===== src/rtl/cmd_pkg.sv =====
// Shared command-format definitions for the CPU command path: header field
// positions, opcodes and parser state encodings.
package cmd_pkg;

   // Header field positions (32-bit command word)
   localparam int TOCPU_BIT = 31;
   localparam int OP_MSB    = 30;
   localparam int OP_LSB    = 28;
   localparam int LEN_MSB   = 27;
   localparam int LEN_LSB   = 20;
   localparam int RCNT_MSB  = 19;
   localparam int RCNT_LSB  = 16;
   localparam int LEN_W     = LEN_MSB - LEN_LSB + 1;

   // Opcodes
   localparam logic [2:0] OP_NOP   = 3'd0;
   localparam logic [2:0] OP_WRITE = 3'd1;
   localparam logic [2:0] OP_READ  = 3'd2;

   // Parser states
   typedef enum logic [1:0] {
      ST_IDLE  = 2'd0,
      ST_WRITE = 2'd1,
      ST_SKIP  = 2'd2
   } parse_state_t;

endpackage


===== src/rtl/cpu_cmd_decoder_if.sv =====
// Bus bundle between the command decoder and its neighbours: the CPU word
// stream in, register writes and read requests out, plus status.
interface cpu_cmd_decoder_if #(
   parameter int DATA_WIDTH = 32,
   parameter int ADDR_WIDTH = 8
);
   logic [DATA_WIDTH-1:0] cmd_data_i;
   logic                  cmd_we_i;
   logic                  reg_we_o;
   logic [ADDR_WIDTH-1:0] reg_addr_o;
   logic [DATA_WIDTH-1:0] reg_data_o;
   logic                  rd_req_o;
   logic [ADDR_WIDTH-1:0] rd_addr_o;
   logic                  rd_ready_i;
   logic                  busy_o;
   logic                  err_o;
   logic                  err_clr_i;
   logic [15:0]           cmd_cnt_o;

   // Decoder side
   modport slave (
      input  cmd_data_i, cmd_we_i, rd_ready_i, err_clr_i,
      output reg_we_o, reg_addr_o, reg_data_o, rd_req_o, rd_addr_o,
             busy_o, err_o, cmd_cnt_o
   );

   // Driver / environment side
   modport master (
      output cmd_data_i, cmd_we_i, rd_ready_i, err_clr_i,
      input  reg_we_o, reg_addr_o, reg_data_o, rd_req_o, rd_addr_o,
             busy_o, err_o, cmd_cnt_o
   );
endinterface


===== src/rtl/cmd_rd_issuer.sv =====
// Read burst engine: loaded with a start address and count, presents one
// request at a time and advances on each ready/valid handshake.
module cmd_rd_issuer #(
   parameter int ADDR_WIDTH   = 8,
   parameter int RD_CNT_WIDTH = 4
) (
   input  logic                  clk_i,
   input  logic                  reset,
   input  logic                  load,
   input  logic [ADDR_WIDTH-1:0] load_addr,
   input  logic [RD_CNT_WIDTH:0] load_cnt,
   input  logic                  ready,
   output logic                  req,
   output logic [ADDR_WIDTH-1:0] addr,
   output logic                  active
);
   localparam int RC_W = RD_CNT_WIDTH + 1;

   logic                  req_q;
   logic [ADDR_WIDTH-1:0] addr_q;
   logic [RC_W-1:0]       cnt_q;

   // Load a burst, then step address/count on every accepted request
   always_ff @(posedge clk_i or posedge reset) begin
      if (reset) begin
         req_q  <= 1'b0;
         addr_q <= '0;
         cnt_q  <= '0;
      end else if (load) begin
         req_q  <= 1'b1;
         addr_q <= load_addr;
         cnt_q  <= load_cnt;
      end else if (req_q && ready) begin
         addr_q <= addr_q + ADDR_WIDTH'(1);
         cnt_q  <= cnt_q - RC_W'(1);
         if (cnt_q == RC_W'(1)) begin
            req_q <= 1'b0;
         end
      end
   end

   assign req    = req_q;
   assign addr   = addr_q;
   assign active = req_q;

endmodule


===== src/rtl/cpu_cmd_decoder.sv =====
// Command packet parser for the CPU word stream: decodes headers, turns WRITE
// payloads into register write strobes, skips NOP/illegal payloads and hands
// READ bursts to the read issuer. The source cannot stall, so every word is
// handled in the cycle it arrives.
module cpu_cmd_decoder
   import cmd_pkg::*;
#(
   parameter int DATA_WIDTH   = 32,
   parameter int ADDR_WIDTH   = 8,
   parameter int RD_CNT_WIDTH = 4
) (
   input logic              clk_i,
   input logic              reset,
   cpu_cmd_decoder_if.slave bus
);
   localparam int RC_W = RD_CNT_WIDTH + 1;

   parse_state_t          state_q, state_n;
   logic [ADDR_WIDTH-1:0] addr_q, addr_n;
   logic [LEN_W-1:0]      left_q, left_n;
   logic                  count_skip_q, count_skip_n;
   logic                  reg_we_q, reg_we_n;
   logic [ADDR_WIDTH-1:0] reg_addr_q, reg_addr_n;
   logic [DATA_WIDTH-1:0] reg_data_q, reg_data_n;
   logic                  err_q, err_n, err_set;
   logic [15:0]           cnt_q, cnt_n;
   logic                  rd_load, issuer_active;

   logic                    hdr_valid;
   logic [2:0]              hdr_op;
   logic [LEN_W-1:0]        hdr_len;
   logic [RD_CNT_WIDTH-1:0] hdr_rcnt;
   logic [ADDR_WIDTH-1:0]   hdr_addr;
   logic [RC_W-1:0]         rd_load_cnt;

   assign hdr_valid   = bus.cmd_data_i[TOCPU_BIT];
   assign hdr_op      = bus.cmd_data_i[OP_MSB:OP_LSB];
   assign hdr_len     = bus.cmd_data_i[LEN_MSB:LEN_LSB];
   assign hdr_rcnt    = bus.cmd_data_i[RCNT_LSB+RD_CNT_WIDTH-1:RCNT_LSB];
   assign hdr_addr    = bus.cmd_data_i[ADDR_WIDTH-1:0];
   assign rd_load_cnt = {1'b0, hdr_rcnt} + RC_W'(1);

   // Next-state, write strobe, counter and error decisions for the current word
   always_comb begin
      state_n      = state_q;
      addr_n       = addr_q;
      left_n       = left_q;
      count_skip_n = count_skip_q;
      reg_we_n     = 1'b0;
      reg_addr_n   = reg_addr_q;
      reg_data_n   = reg_data_q;
      cnt_n        = cnt_q;
      err_set      = 1'b0;
      rd_load      = 1'b0;
      if (bus.cmd_we_i) begin
         case (state_q)
            ST_IDLE: begin
               if (!hdr_valid) begin
                  err_set = 1'b1;
               end else begin
                  left_n = hdr_len;
                  case (hdr_op)
                     OP_WRITE: begin
                        addr_n = hdr_addr;
                        if (hdr_len == '0) cnt_n = cnt_q + 16'd1;
                        else               state_n = ST_WRITE;
                     end
                     OP_NOP: begin
                        count_skip_n = 1'b1;
                        if (hdr_len == '0) cnt_n = cnt_q + 16'd1;
                        else               state_n = ST_SKIP;
                     end
                     OP_READ: begin
                        // A burst already in flight is never disturbed
                        if (issuer_active) err_set = 1'b1;
                        else               rd_load = 1'b1;
                        count_skip_n = 1'b1;
                        if (hdr_len == '0) begin
                           cnt_n = cnt_q + 16'd1;
                        end else begin
                           err_set = 1'b1;
                           state_n = ST_SKIP;
                        end
                     end
                     default: begin
                        // Illegal opcode: payload is dropped and never counted
                        err_set      = 1'b1;
                        count_skip_n = 1'b0;
                        if (hdr_len != '0) state_n = ST_SKIP;
                     end
                  endcase
               end
            end
            ST_WRITE: begin
               reg_we_n   = 1'b1;
               reg_addr_n = addr_q;
               reg_data_n = bus.cmd_data_i;
               addr_n     = addr_q + ADDR_WIDTH'(1);
               left_n     = left_q - LEN_W'(1);
               if (left_q == LEN_W'(1)) begin
                  state_n = ST_IDLE;
                  cnt_n   = cnt_q + 16'd1;
               end
            end
            ST_SKIP: begin
               left_n = left_q - LEN_W'(1);
               if (left_q == LEN_W'(1)) begin
                  state_n = ST_IDLE;
                  if (count_skip_q) cnt_n = cnt_q + 16'd1;
               end
            end
            default: state_n = ST_IDLE;
         endcase
      end
      // A new error outranks a simultaneous clear
      err_n = err_set | (err_q & ~bus.err_clr_i);
   end

   // Parser state and registered outputs
   always_ff @(posedge clk_i or posedge reset) begin
      if (reset) begin
         state_q      <= ST_IDLE;
         addr_q       <= '0;
         left_q       <= '0;
         count_skip_q <= 1'b0;
         reg_we_q     <= 1'b0;
         reg_addr_q   <= '0;
         reg_data_q   <= '0;
         err_q        <= 1'b0;
         cnt_q        <= '0;
      end else begin
         state_q      <= state_n;
         addr_q       <= addr_n;
         left_q       <= left_n;
         count_skip_q <= count_skip_n;
         reg_we_q     <= reg_we_n;
         reg_addr_q   <= reg_addr_n;
         reg_data_q   <= reg_data_n;
         err_q        <= err_n;
         cnt_q        <= cnt_n;
      end
   end

   cmd_rd_issuer #(
      .ADDR_WIDTH  (ADDR_WIDTH),
      .RD_CNT_WIDTH(RD_CNT_WIDTH)
   ) u_rd_issuer (
      .clk_i    (clk_i),
      .reset    (reset),
      .load     (rd_load),
      .load_addr(hdr_addr),
      .load_cnt (rd_load_cnt),
      .ready    (bus.rd_ready_i),
      .req      (bus.rd_req_o),
      .addr     (bus.rd_addr_o),
      .active   (issuer_active)
   );

   assign bus.reg_we_o   = reg_we_q;
   assign bus.reg_addr_o = reg_addr_q;
   assign bus.reg_data_o = reg_data_q;
   assign bus.err_o      = err_q;
   assign bus.cmd_cnt_o  = cnt_q;
   assign bus.busy_o     = (state_q != ST_IDLE) | issuer_active;

endmodule


===== src/flat_wrapper.sv =====
// flat-port wrapper written by rule: the top's interface ports become plain ports
module cpu_cmd_decoder_flat import cmd_pkg::*;
#(
   parameter int DATA_WIDTH   = 32,
   parameter int ADDR_WIDTH   = 8,
   parameter int RD_CNT_WIDTH = 4
)
  (clk_i, reset, bus_cmd_data_i, bus_cmd_we_i, bus_rd_ready_i, bus_err_clr_i, bus_reg_we_o, bus_reg_addr_o, bus_reg_data_o, bus_rd_req_o, bus_rd_addr_o, bus_busy_o, bus_err_o, bus_cmd_cnt_o);
  cpu_cmd_decoder_if #(.DATA_WIDTH(DATA_WIDTH), .ADDR_WIDTH(ADDR_WIDTH)) bus_i ();
  input logic clk_i;
  input logic reset;
  input wire logic [$bits(bus_i.cmd_data_i)-1:0] bus_cmd_data_i;
  input wire logic [$bits(bus_i.cmd_we_i)-1:0] bus_cmd_we_i;
  input wire logic [$bits(bus_i.rd_ready_i)-1:0] bus_rd_ready_i;
  input wire logic [$bits(bus_i.err_clr_i)-1:0] bus_err_clr_i;
  output wire logic [$bits(bus_i.reg_we_o)-1:0] bus_reg_we_o;
  output wire logic [$bits(bus_i.reg_addr_o)-1:0] bus_reg_addr_o;
  output wire logic [$bits(bus_i.reg_data_o)-1:0] bus_reg_data_o;
  output wire logic [$bits(bus_i.rd_req_o)-1:0] bus_rd_req_o;
  output wire logic [$bits(bus_i.rd_addr_o)-1:0] bus_rd_addr_o;
  output wire logic [$bits(bus_i.busy_o)-1:0] bus_busy_o;
  output wire logic [$bits(bus_i.err_o)-1:0] bus_err_o;
  output wire logic [$bits(bus_i.cmd_cnt_o)-1:0] bus_cmd_cnt_o;
  assign bus_i.cmd_data_i = bus_cmd_data_i;
  assign bus_i.cmd_we_i = bus_cmd_we_i;
  assign bus_i.rd_ready_i = bus_rd_ready_i;
  assign bus_i.err_clr_i = bus_err_clr_i;
  assign bus_reg_we_o = bus_i.reg_we_o;
  assign bus_reg_addr_o = bus_i.reg_addr_o;
  assign bus_reg_data_o = bus_i.reg_data_o;
  assign bus_rd_req_o = bus_i.rd_req_o;
  assign bus_rd_addr_o = bus_i.rd_addr_o;
  assign bus_busy_o = bus_i.busy_o;
  assign bus_err_o = bus_i.err_o;
  assign bus_cmd_cnt_o = bus_i.cmd_cnt_o;
  cpu_cmd_decoder #(.DATA_WIDTH(DATA_WIDTH), .ADDR_WIDTH(ADDR_WIDTH), .RD_CNT_WIDTH(RD_CNT_WIDTH)) u_core (.clk_i(clk_i), .reset(reset), .bus(bus_i));
endmodule

===== config.mk =====
export PLATFORM = sky130hd
export DESIGN_NAME = cpu_cmd_decoder_flat
export DESIGN_NICKNAME = d
export VERILOG_FILES = /design/src/rtl/cmd_pkg.sv /design/src/rtl/cpu_cmd_decoder_if.sv /design/src/rtl/cmd_rd_issuer.sv /design/src/rtl/cpu_cmd_decoder.sv /design/src/flat_wrapper.sv
export SDC_FILE = /design/constraint.sdc
export NUM_CORES = 1
export LEC_CHECK = 0
export BUFFER_PORTS_ARGS = -buffer_cell sky130_fd_sc_hd__clkbuf_2
export CORE_MARGIN = 2
export CORE_UTILIZATION = 49
export CTS_CLUSTER_SIZE = 28
export DETAILED_ROUTE_END_ITERATION = 10
export PLACE_DENSITY = 0.77
export SLEW_MARGIN = 20
export SYNTH_ARGS = -nofsm -noshare
export SYNTH_HDL_FRONTEND = slang
export SYNTH_SLANG_ARGS = --single-unit

===== constraint.sdc =====
create_clock -name clk_i -period 2.85 [get_ports clk_i]
set_input_delay 0.4275 -clock clk_i [delete_from_list [all_inputs] [get_ports clk_i]]
set_output_delay 0.4275 -clock clk_i [all_outputs]
set_load 0.03 [all_outputs]

## Word level (Yosys, flattened, before mapping)

Index checks and enable logic that the tools add are counted.

| storage, ports and cells | value |
|---|---|
| register bits after elaboration | 91 |
| bits of input ports | 37 |
| output and inout port bits | 68 |
| logic and storage cells | 102 |

| operators by class | value |
|---|---|
| add/subtract/negate cells | 6 |
| eq/ne operators | 17 |
| muxes and demuxes | 40 |
| bitwise gates (word level) | 5 |
| reductions and logical operators | 22 |

Operators by type and width:

| cell | number |
|---|---|
| $mux W16 | 6 |
| $pmux W16 S3 | 1 |
| $mux W8 | 5 |
| $pmux W8 S2 | 2 |
| $add A16 B1 Y16 const B | 1 |
| $add A8 B1 Y8 const B | 2 |
| $mux W1 | 15 |
| $mux W2 | 5 |
| $mux W5 | 2 |
| $ne A2 B1 Y1 const B | 5 |
| $reduce_bool A2 Y1 | 5 |
| $eq A8 B1 Y1 const B | 1 |
| $logic_not A8 Y1 | 1 |
| $pmux W2 S2 | 2 |
| $reduce_and A4 Y1 | 2 |
| $reduce_and A8 Y1 | 1 |
| $reduce_bool A8 Y1 | 1 |
| $sub A8 B1 Y8 const B | 1 |
| $ne A2 B2 Y1 const B | 3 |
| $ne A3 B3 Y1 const B | 2 |
| $reduce_and A6 Y1 | 1 |
| $reduce_or A2 Y1 | 3 |
| $add A4 B1 Y5 const B | 1 |
| $eq A5 B1 Y1 const B | 1 |
| 17 further kinds | 21 |

## Depth between registers and ports, before layout

Gate-level depths: netlist of the first run.

| depth | value |
|---|---|
| depth after elaboration | 7 |
| gate-level depth with buffers | 9 |

## By module

From an unflattened synthesis of the first run, not the netlist that was laid out.

| second synthesis, totals | value |
|---|---|
| cells, all modules | 406 |
| area, all modules | 4465.5 um^2 |

By module, submodules not included:

| module | instances | cells each | area an instance (um^2) | seq. area each (um^2) |
|---|---|---|---|---|
| cpu_cmd_decoder | 1 | 322 | 3691.0 | 1926.8 |
| cmd_rd_issuer | 1 | 84 | 774.5 | 350.3 |

## Worst setup path before layout of the first run

Ideal clock, no wire load.

| path | value |
|---|---|
| path kind | register -> register |
| start point | register u_core.state_q[0] |
| end point | register u_core.left_q[6] |
| data arrival time | 1.772 ns |
| setup slack | 0.995 ns |
| cell stages (with the launch flop) | 9 |
| buffers on the path | 2 |
| period minus slack after synthesis | 1.855 ns |
| cells stage by stage | dfrtp_1 -> inv_1 -> ha_1 -> clkbuf_1 -> mux2_2 -> nand2_1 -> clkbuf_1 -> o21ai_0 -> o21ai_0 |

| between the ends | value |
|---|---|
| longest elaborated chain between the ends | 4 |

RTL lines:

| what | RTL line | source |
|---|---|---|
| start: declaration | cpu_cmd_decoder.sv:18 | `parse_state_t state_q, state_n;` |
| start signal: assignment | cpu_cmd_decoder.sv:132 | `state_q <= state_n;` |
| $eq A2 B1 Y1 or $eq A2 B2 Y1 (tied branches) | cpu_cmd_decoder.sv:56 | `case (state_q)` |
| $reduce_or A2 Y1 (no source line) | n/a |  |
| $reduce_bool A2 Y1 (no source line) | n/a |  |
| $reduce_and A3 Y1 (no source line) | n/a |  |
| end signal: assignment | cpu_cmd_decoder.sv:134 | `left_q <= left_n;` |
| end: declaration | cpu_cmd_decoder.sv:20 | `logic [LEN_W-1:0] left_q, left_n;` |

Parallel ways exist; a longest one is shown, timed or not.
A chain may end at the register's enable or synchronous reset.

## Worst setup path in the final report of the first run

| path | value |
|---|---|
| start point | register u_core.state_q[1] |
| end point | register u_core.u_rd_issuer.addr_q[5], in the netlist u_core.u_rd_issuer.addr[5] |

| between the ends | value |
|---|---|
| longest elaborated chain between the ends | 4 |

RTL lines:

| what | RTL line | source |
|---|---|---|
| $logic_not A2 Y1 (*) | cpu_cmd_decoder.sv:56 |  |
| $mux W1 (*) | cpu_cmd_decoder.sv:56 |  |
| $mux W1 (*) | cpu_cmd_decoder.sv:55 | `if (bus.cmd_we_i) begin` |
| $mux W8 or $reduce_bool A2 Y1 (tied branches) | n/a |  |
| end signal: assignment | cmd_rd_issuer.sv:31 | `addr_q <= load_addr;` |
| end signal: assignment | cmd_rd_issuer.sv:34 | `addr_q <= addr_q + ADDR_WIDTH'(1);` |
| end: declaration | cmd_rd_issuer.sv:20 | `logic [ADDR_WIDTH-1:0] addr_q;` |

Every way passes the cells marked *; elsewhere a longest branch is shown, timed or not.

==> flow_summary.json, run 1 <==
{
  "num_io_pins": 105,
  "yosysWarnings": 0,
  "crit_path_end_kind": "flip-flop",
  "dieWidth_um": 99.3,
  "final_net_count": 556,
  "startpoint_type": "flip-flop",
  "finalHoldViolations": 0,
  "synth_flop_cell": "dfrtp_1",
  "worst_slew_pin_slew_ps": 699,
  "placed_area_um2": 5080,
  "drive_gt1_frac": 0.352,
  "post-cts-setup-buffers": 0,
  "rows": 34,
  "crit_slowest_cell": "dfrtp_1",
  "nFillCells": 729,
  "grt_pass1_vias": 3285,
  "routedWlPerCell_um": 15.6,
  "synthArstFlopShare": 1.00,
  "die_area_um2": 9850,
  "area_growth_pct": 19.2,
  "relSlewSlack": 0.534,
  "drc": 0,
  "setup_violations": 0,
  "clockBufferDepth": 2,
  "cts_buffers": 9,
  "grt_pass1_wl_um": 16100,
  "post-route-util": 0.605,
  "cp.required_ps": 3090,
  "r2r_slack_ps": 630,
  "netlist_area_um2": 4450,
  "yosys_register_bits": 91,
  "track_usage": 0.203,
  "num_vias": 3479,
  "critPathMaxFanout": 10,
  "cts_resized": 0,
  "clk_latency_ps": 360,
  "max_freq_mhz": 451,
  "crit_chain": "inv_1 > ha_1 > nand3_1 > nand2b_1 > nand2_1 > o21ai_0 > a221o_1",
  "fin_skew_ps": 11.8,
  "status": "complete, no violations",
  "clk_pin_slew_worst_paths_ps": 90,
  "design_area_um2": 5300,
  "wl_um": 9680,
  "p_per_area_nw_per_um2": 1100,
  "grt_overflow": 0,
  "initial_core_util": 0.507,
  "drv_slew": 0,
  "synth_cell_types": 54,
  "final_antenna_net_count": 0,
  "drtIter0Drc": 215,
  "hold_path_class": "primary input to asynchronous set/reset pin",
  "arrival_ps": 2460,
  "rsz0062_at_grt": "no",
  "grt_max_degree": 43,
  "coreArea_um2": 8760,
  "synth-edff-count": 0,
  "die_h_um": 99.3,
  "synthCells": 403,
  "peakVddDrop_mv": 0.526,
  "antenna_found_initial": 0,
  "whs_ps": 108,
  "r2r-start": "u_core.state_q[1]",
  "dr.pass1.iters": 4,
  "path_delay_family": "simple AND/OR/NAND/NOR gates",
  "insertedDiodeCount": 0,
  "ys_seq_area_frac": 0.512,
  "leakage_nw": 2.53,
  "cap_violations": 0,
  "crit_path_max_incr_delay_ps": 420,
  "synth.net_count": 452,
  "design_power_total_mw": 5.83,
  "place_congestion": 0.844,
  "post-route-period-util": 0.778,
  "viasPerCell": 5.61,
  "dp_hpwl_um": 7150,
  "timing.final.crit_period_ps": 2220,
  "clock-root-buffer": "clkbuf_8",
  "r2r_end": "u_core.u_rd_issuer.addr[5]",
  "cts_tree": "built",
  "h-tree-depth": 3,
  "fin_setup_tns_ps": 0,
  "crit_buf_inv": 1,
  "io_buffers": 104,
  "cts.sinks": 91,
  "r2r_cells": 7,
  "avgSynthCellArea_um2": 11.0,
  "ctsHoldBuffers": 0,
  "path_class": "flip-flop to flip-flop"
}
==> metrics by stage <==
stage          setup WS [ps]  std cells
4_1_cts                  635        620
6_report                 632        620
5_1_grt                  449        620
3_3_place_gp             748        604
3_5_place_dp             653        604
2_1_floorplan           58.9        403
==> per-layer routing <==
metal,track usage,vias to the layer above,routed length (um)
met5,0,-,0
met4,0.0811,0,108
met3,0.0429,10,574
met2,0.321,106,4720
met1,0.275,1713,4270
li1,-,1650,-
==> worst register-to-register path: stages, from the launching register on <==
cell	delay (ps)
dfrtp_1	420
inv_1	120
ha_1	370
nand3_1	210
nand2b_1	360
nand2_1	220
o21ai_0	110
a221o_1	300
==> cells in the mapped netlist, types with 6 or more instances <==
cell | instances | share of area
ha_1 | 12 | 0.034
nand4_1 | 6 | 0.0084
nand2_1 | 40 | 0.034
dfrtp_1 | 91 | 0.51
mux2_2 | 40 | 0.10
nor2_1 | 17 | 0.014
o21ai_0 | 30 | 0.034
xnor2_1 | 14 | 0.028
inv_1 | 17 | 0.014
clkbuf_1 | 12 | 0.010
a21oi_1 | 15 | 0.017
nand3_1 | 20 | 0.023
==> power by group <==
part | switching [mW] | internal (mW) | total (mW)
sequential | 0.450 | 1.83 | 2.28
combinational | 1.66 | 0.932 | 2.59
clock | 0.464 | 0.500 | 0.964
==> cell usage in the layout, fill, tap and decap left out, types with 5 or more instances in the layout <==
| cell type | instances |
|---|---|
| a21oi_1 | 15 |
| and3_1 | 5 |
| clkbuf_2 | 104 |
| clkbuf_8 | 9 |
| dfrtp_1 | 91 |
| ha_1 | 12 |
| inv_1 | 16 |
| mux2_2 | 40 |
| nand2_1 | 39 |
| nand3_1 | 20 |
| nand4_1 | 6 |
| nor2_1 | 17 |
| o21ai_0 | 30 |
| o22ai_1 | 5 |
| or3_1 | 5 |
| xnor2_1 | 14 |
| xor2_1 | 5 |
==> how the worst max path moves through the flow <==
| stage | startpoint | endpoint | slack, ps | cells after the start |
|---|---|---|---|---|
| finish | u_core.state_q[1] | u_core.u_rd_issuer.addr[5] | 630 | 7 |
| global route | u_core.state_q[1] | u_core.addr_q[7] | 450 | 6 |
| CTS | u_core.state_q[1] | u_core.bus.cmd_cnt_o[1] | 640 | 6 |
| detailed placement | u_core.state_q[1] | u_core.bus.cmd_cnt_o[1] | 650 | 6 |
| global placement | u_core.state_q[1] | u_core.bus.cmd_cnt_o[1] | 750 | 6 |
| floorplan | reset | u_core.addr_q[0] | 60 | 1 |
==> sequential cells by signal, summed over array words and instances, names as in the netlist <==
signal,cells
u_core.state_q,2
u_core.bus.err_o,1
u_core.count_skip_q,1
u_core.bus.reg_data_o,32
u_core.u_rd_issuer.cnt_q,5
u_core.bus.cmd_cnt_o,16
u_core.bus.reg_addr_o,8
u_core.bus.reg_we_o,1
u_core.addr_q,8
u_core.u_rd_issuer.active,1
u_core.left_q,8
u_core.u_rd_issuer.addr,8
==> logic make-up after synthesis <==
group | Yosys count | synth area share
AND/OR/NAND/NOR | 122 | 0.155
flip-flops | 91 | 0.512
AO/OA/AOI/OAI | 82 | 0.119
multiplexers | 44 | 0.111
buffers and inverters | 33 | 0.0321
XOR/XNOR | 19 | 0.0374
adder cells (fa/ha/maj) | 12 | 0.0338
==> final cells by class <==
type,count,area (um^2),area share
flip-flops and latches,91,2280,0.430
multi-input cells,279,2030,0.383
repair buffers,109,571,0.108
well taps,108,135,0.0255
clock buffers,9,124,0.0234
clock inverters,7,98.8,0.0187
inverters,17,65.1,0.0123
(Power assumes the default switching activity.)
==> run 2, diff against run 1 <==
- CORE_UTILIZATION: 49 -> 54
- PLACE_DENSITY: 0.77 -> 0.8
- clock period: 2.85 -> 2.32 ns (I/O delays scaled with it)
==> flow_summary.json, run 2 (synthesized netlist as in run 1, its figures left out) <==
{
  "status": "complete, no violations",
  "cts.sinks": 91,
  "clock-root-buffer": "clkbuf_8",
  "critPathMaxFanout": 16,
  "dp_hpwl_um": 7030,
  "die_area_um2": 8970,
  "clk_pin_slew_worst_paths_ps": 90,
  "die_h_um": 94.7,
  "rows": 33,
  "viasPerCell": 5.61,
  "cts_tree": "built",
  "drv_slew": 0,
  "clockBufferDepth": 2,
  "hold_path_class": "primary input to asynchronous set/reset pin",
  "crit_path_end_kind": "flip-flop",
  "drc": 0,
  "grt_pass1_vias": 3400,
  "r2r_cells": 7,
  "post-route-period-util": 0.908,
  "largest_register_ffs": 32,
  "drive_gt1_frac": 0.360,
  "r2r_slack_ps": 210,
  "wl_um": 9470,
  "cap_violations": 0,
  "nFillCells": 687,
  "ctsHoldBuffers": 0,
  "final_net_count": 560,
  "grt_pass1_wl_um": 15900,
  "clk_latency_ps": 350,
  "relSlewSlack": 0.676,
  "max_freq_mhz": 475,
  "final_antenna_net_count": 0,
  "finalHoldViolations": 0,
  "area_growth_pct": 19.0,
  "p_per_area_nw_per_um2": 1320,
  "arrival_ps": 2340,
  "antenna_found_initial": 0,
  "startpoint_type": "flip-flop",
  "num_vias": 3484,
  "final_common_cell": "clkbuf_2",
  "rsz0062_at_grt": "no",
  "drtIter0Drc": 152,
  "leakage_nw": 2.52,
  "worst_slew_pin_slew_ps": 485,
  "num_io_pins": 105,
  "timing.final.crit_period_ps": 2110,
  "path_class": "flip-flop to flip-flop",
  "place_congestion": 0.875,
  "h-tree-depth": 3,
  "io_buffers": 104,
  "grt_overflow": 0,
  "fin_setup_tns_ps": 0,
  "design_power_total_mw": 6.96,
  "post-cts-setup-buffers": 0,
  "layout_common_cells": "clkbuf_2, dfrtp_1, mux2_2, nand2_1, o21ai_0",
  "dieWidth_um": 94.7,
  "track_usage": 0.223,
  "setup_violations": 0,
  "cts_resized": 0,
  "insertedDiodeCount": 0,
  "dr.pass1.iters": 4,
  "cts_buffers": 9,
  "initial_core_util": 0.549,
  "cp.required_ps": 2550,
  "coreArea_um2": 8090,
  "grt_max_degree": 56,
  "peakVddDrop_mv": 0.698,
  "fin_skew_ps": 7.74,
  "routedWlPerCell_um": 15.2
}
## run 2: routing by layer
metal	routed length [um]	GRT usage	part of all wire	vias up
met2	4420	0.349	0.47	109
met3	520	0.0423	0.055	16
met5	0	0	0	-
li1	-	-	-	1663
met1	4390	0.309	0.46	1696
met4	148	0.0833	0.016	0
## run 2: final cells by class
| type | count | area, um^2 | area share |
|---|---|---|---|
| clock buffer | 9 | 124 | 0.0234 |
| clock inverter | 7 | 51.3 | 0.00970 |
| inverter | 17 | 67.6 | 0.0128 |
| multi-input combinational | 279 | 2040 | 0.385 |
| sequential | 91 | 2280 | 0.431 |
| tap | 105 | 131 | 0.0248 |
| timing repair buffer | 113 | 601 | 0.114 |
## run 2: metrics by stage
stage | setup slack, ps | hold slack [ps] | instance area, um^2 | utilization | instances
3_3_place_gp | 283 | 455 | 5100 | 0.631 | 605
4_1_cts | 189 | 67.4 | 5280 | 0.652 | 621
3_5_place_dp | 227 | 459 | 5100 | 0.631 | 605
2_1_floorplan | 465 | 429 | 4450 | - | 403
5_1_grt | 26.4 | 80.9 | 5290 | 0.654 | 621
6_report | 213 | 68.4 | 5290 | 0.654 | 621
## run 2: report_power, final
| group | switching [mW] | internal [mW] |
|---|---|---|
| clock | 0.570 | 0.395 |
| combinational | 2.05 | 1.16 |
| sequential | 0.547 | 2.24 |
| total | 3.17 | 3.80 |
## run 2: worst paths after layout
check | from | to
worst max-delay path | u_core.state_q[0] | u_core.left_q[7]
worst min-delay path | reset | u_core.u_rd_issuer.cnt_q[3]
worst max register to register | u_core.state_q[0] | u_core.left_q[7]
worst min register to register | u_core.bus.cmd_cnt_o[15] | u_core.bus.cmd_cnt_o[15]
max in group asynchronous | reset | u_core.bus.cmd_cnt_o[8]
min in group clk_i | bus_err_clr_i | u_core.bus.err_o
## run 2: critical path: stages, from the launching register on
cell     delay [ps]
dfrtp_1         440
inv_1           100
ha_1            330
mux2_2          390
nand2_1         380
nor3b_1         110
a21oi_1         140
o21ai_0         100
==> run 3, diff against run 2 <==
- SYNTH_HIERARCHICAL: default -> 1
- TNS_END_PERCENT: default -> 100
==> flow_summary.json, run 3 <==
{
  "path_delay_family": "compound AO/OA/AOI/OAI gates",
  "finalHoldViolations": 0,
  "p_per_area_nw_per_um2": 1280,
  "cts_resized": 0,
  "largest_register_ffs": 32,
  "dieWidth_um": 94.9,
  "rsz0062_at_grt": "no",
  "place_congestion": 0.818,
  "design_area_um2": 5350,
  "synthArstFlopShare": 1.00,
  "grt_max_degree": 48,
  "area_growth_pct": 19.9,
  "max_freq_mhz": 467,
  "rows": 33,
  "finalWorstSetupSlack_ps": 178,
  "yosysWarnings": 6,
  "crit_chain": "inv_1 > ha_1 > nor4b_4 > a21boi_0 > a2111oi_4 > buf_12 > mux2_2",
  "num_vias": 3521,
  "grt_pass1_wl_um": 16200,
  "insertedDiodeCount": 0,
  "placed_area_um2": 5170,
  "hold_path_class": "primary input to asynchronous set/reset pin",
  "worst_slew_pin_slew_ps": 635,
  "io_buffers": 104,
  "dr.pass1.iters": 4,
  "antenna_found_initial": 0,
  "clk_pin_slew_worst_paths_ps": 90,
  "design_power_total_mw": 6.87,
  "wl_um": 9950,
  "avgSynthCellArea_um2": 11.0,
  "drv_slew": 0,
  "p_sw_frac": 0.442,
  "clockBufferDepth": 2,
  "synthCells": 406,
  "grt_pass1_vias": 3429,
  "synth_area_leaders": "dfrtp_1, mux2_2, ha_1",
  "track_usage": 0.231,
  "p_int_mw": 3.83,
  "cap_violations": 0,
  "num_io_pins": 105,
  "routedWlPerCell_um": 15.9,
  "yosysTopAreaCellShare": 0.510,
  "die_h_um": 94.9,
  "p_seq_frac": 0.403,
  "post-cts-setup-buffers": 0,
  "detailedPlace.worstSlack_ps": 192,
  "crit_buf_inv": 2,
  "fin_setup_tns_ps": 0,
  "h-tree-depth": 3,
  "timing.final.crit_period_ps": 2140,
  "netlist_area_um2": 4470,
  "cp.required_ps": 2560,
  "synth_flop_cell": "dfrtp_1",
  "clkPwrFrac": 0.150,
  "path_class": "flip-flop to flip-flop",
  "fin_cells": 626,
  "synth_cell_types": 53,
  "synth-edff-count": 0,
  "cts_tree": "built",
  "numPlacedInstances": 611,
  "p_comb_frac": 0.447,
  "fin_skew_ps": 10.3,
  "viasPerCell": 5.62,
  "status": "complete, no violations",
  "layout_common_cells": "clkbuf_2, dfrtp_1, mux2_2, nand2_1",
  "ctsHoldBuffers": 0,
  "synth.net_count": 455,
  "drtIter0Drc": 168,
  "critPathMaxFanout": 16,
  "post-route-period-util": 0.923,
  "clk_latency_ps": 360,
  "drive_gt1_frac": 0.369,
  "final_common_cell": "clkbuf_2",
  "synth_most_common_cell": "dfrtp_1",
  "final_antenna_net_count": 0,
  "grt_overflow": 0,
  "dp_hpwl_um": 7180,
  "yosys.area.top_type": "dfrtp_1",
  "initial_core_util": 0.549,
  "cts.sinks": 91,
  "cts_buffers": 9,
  "die_area_um2": 9010,
  "leakage_nw": 2.55,
  "yosys_register_bits": 91,
  "setup_violations": 0,
  "relSlewSlack": 0.576,
  "clock-root-buffer": "clkbuf_8",
  "switchingPower_mw": 3.04,
  "crit_slowest_cell": "a2111oi_4",
  "ys_top_cells_by_count": "dfrtp_1, mux2_2, nand2_1",
  "peakVddDrop_mv": 0.624,
  "final_net_count": 566,
  "r2r_slack_ps": 180,
  "coreArea_um2": 8130,
  "startpoint_type": "flip-flop",
  "ys_seq_area_frac": 0.510,
  "crit_path_max_incr_delay_ps": 430,
  "crit_path_end_kind": "flip-flop",
  "arrival_ps": 2390,
  "drc": 0
}
## run 3: power groups by stage
stage	logic (mW)	registers, mW	clock network (mW)
2_1_floorplan	1.36	3.55	0
3_3_place_gp	2.96	2.75	0
3_5_place_dp	3.07	2.79	0
4_1_cts	3.08	2.76	1.06
5_1_grt	3.32	2.86	1.13
6_report	3.07	2.77	1.03
## run 3: stage by stage
stage	hold WS (ps)	util
finish	19.9	0.658
global route	63.9	0.658
CTS	35.5	0.658
detailed placement	426	0.636
global placement	403	0.636
floorplan	237	-
## run 3: metal layers
layer / GRT usage / part of all wire / vias up
li1: - / - / 1680
met1: 0.299 / 0.44 / 1741
met2: 0.387 / 0.49 / 87
met3: 0.0383 / 0.049 / 13
met4: 0.0954 / 0.014 / 0
met5: 0 / 0 / -
## run 3: final cells by class
| cell class | instances | area, um^2 |
|---|---|---|
| repair buffers | 117 | 643 |
| flip-flops and latches | 91 | 2280 |
| multi-input cells | 277 | 2040 |
| fillers | 665 | 2780 |
| inverters | 21 | 80.1 |
| well taps | 105 | 131 |
| clock buffers | 10 | 128 |
| clock inverters | 5 | 55.1 |
## run 3: path summary, 6_finish.rpt
kind	end	start	cells past startpoint
setup / recovery	u_core/bus.cmd_cnt_o[1]	u_core/left_q[1]	7
hold / removal	u_core/bus.reg_data_o[3]	reset	2
max in group asynchronous	u_core/bus.cmd_cnt_o[0]	reset	3
min in group clk_i	u_core/bus.err_o	bus_err_clr_i	2
hold reg to reg	u_core/bus.reg_data_o[16]	u_core/bus.reg_data_o[16]	2
setup reg to reg	u_core/bus.cmd_cnt_o[1]	u_core/left_q[1]	7
## run 3: logic make-up after synthesis
logic type                 share of synthesized area
muxes                                          0.107
adders and majority gates                     0.0336
buffers and inverters                         0.0356
and+or+nand+nor                                0.154
AOI/OAI and AO/OA                              0.119
DFF                                            0.510
xor gates and xnor gates                      0.0412
## run 3: worst reg2reg max path: stages (launching register included)
cell	delay [ps]
dfrtp_1	410
inv_1	90
ha_1	150
nor4b_4	230
a21boi_0	180
a2111oi_4	430
buf_12	200
mux2_2	330
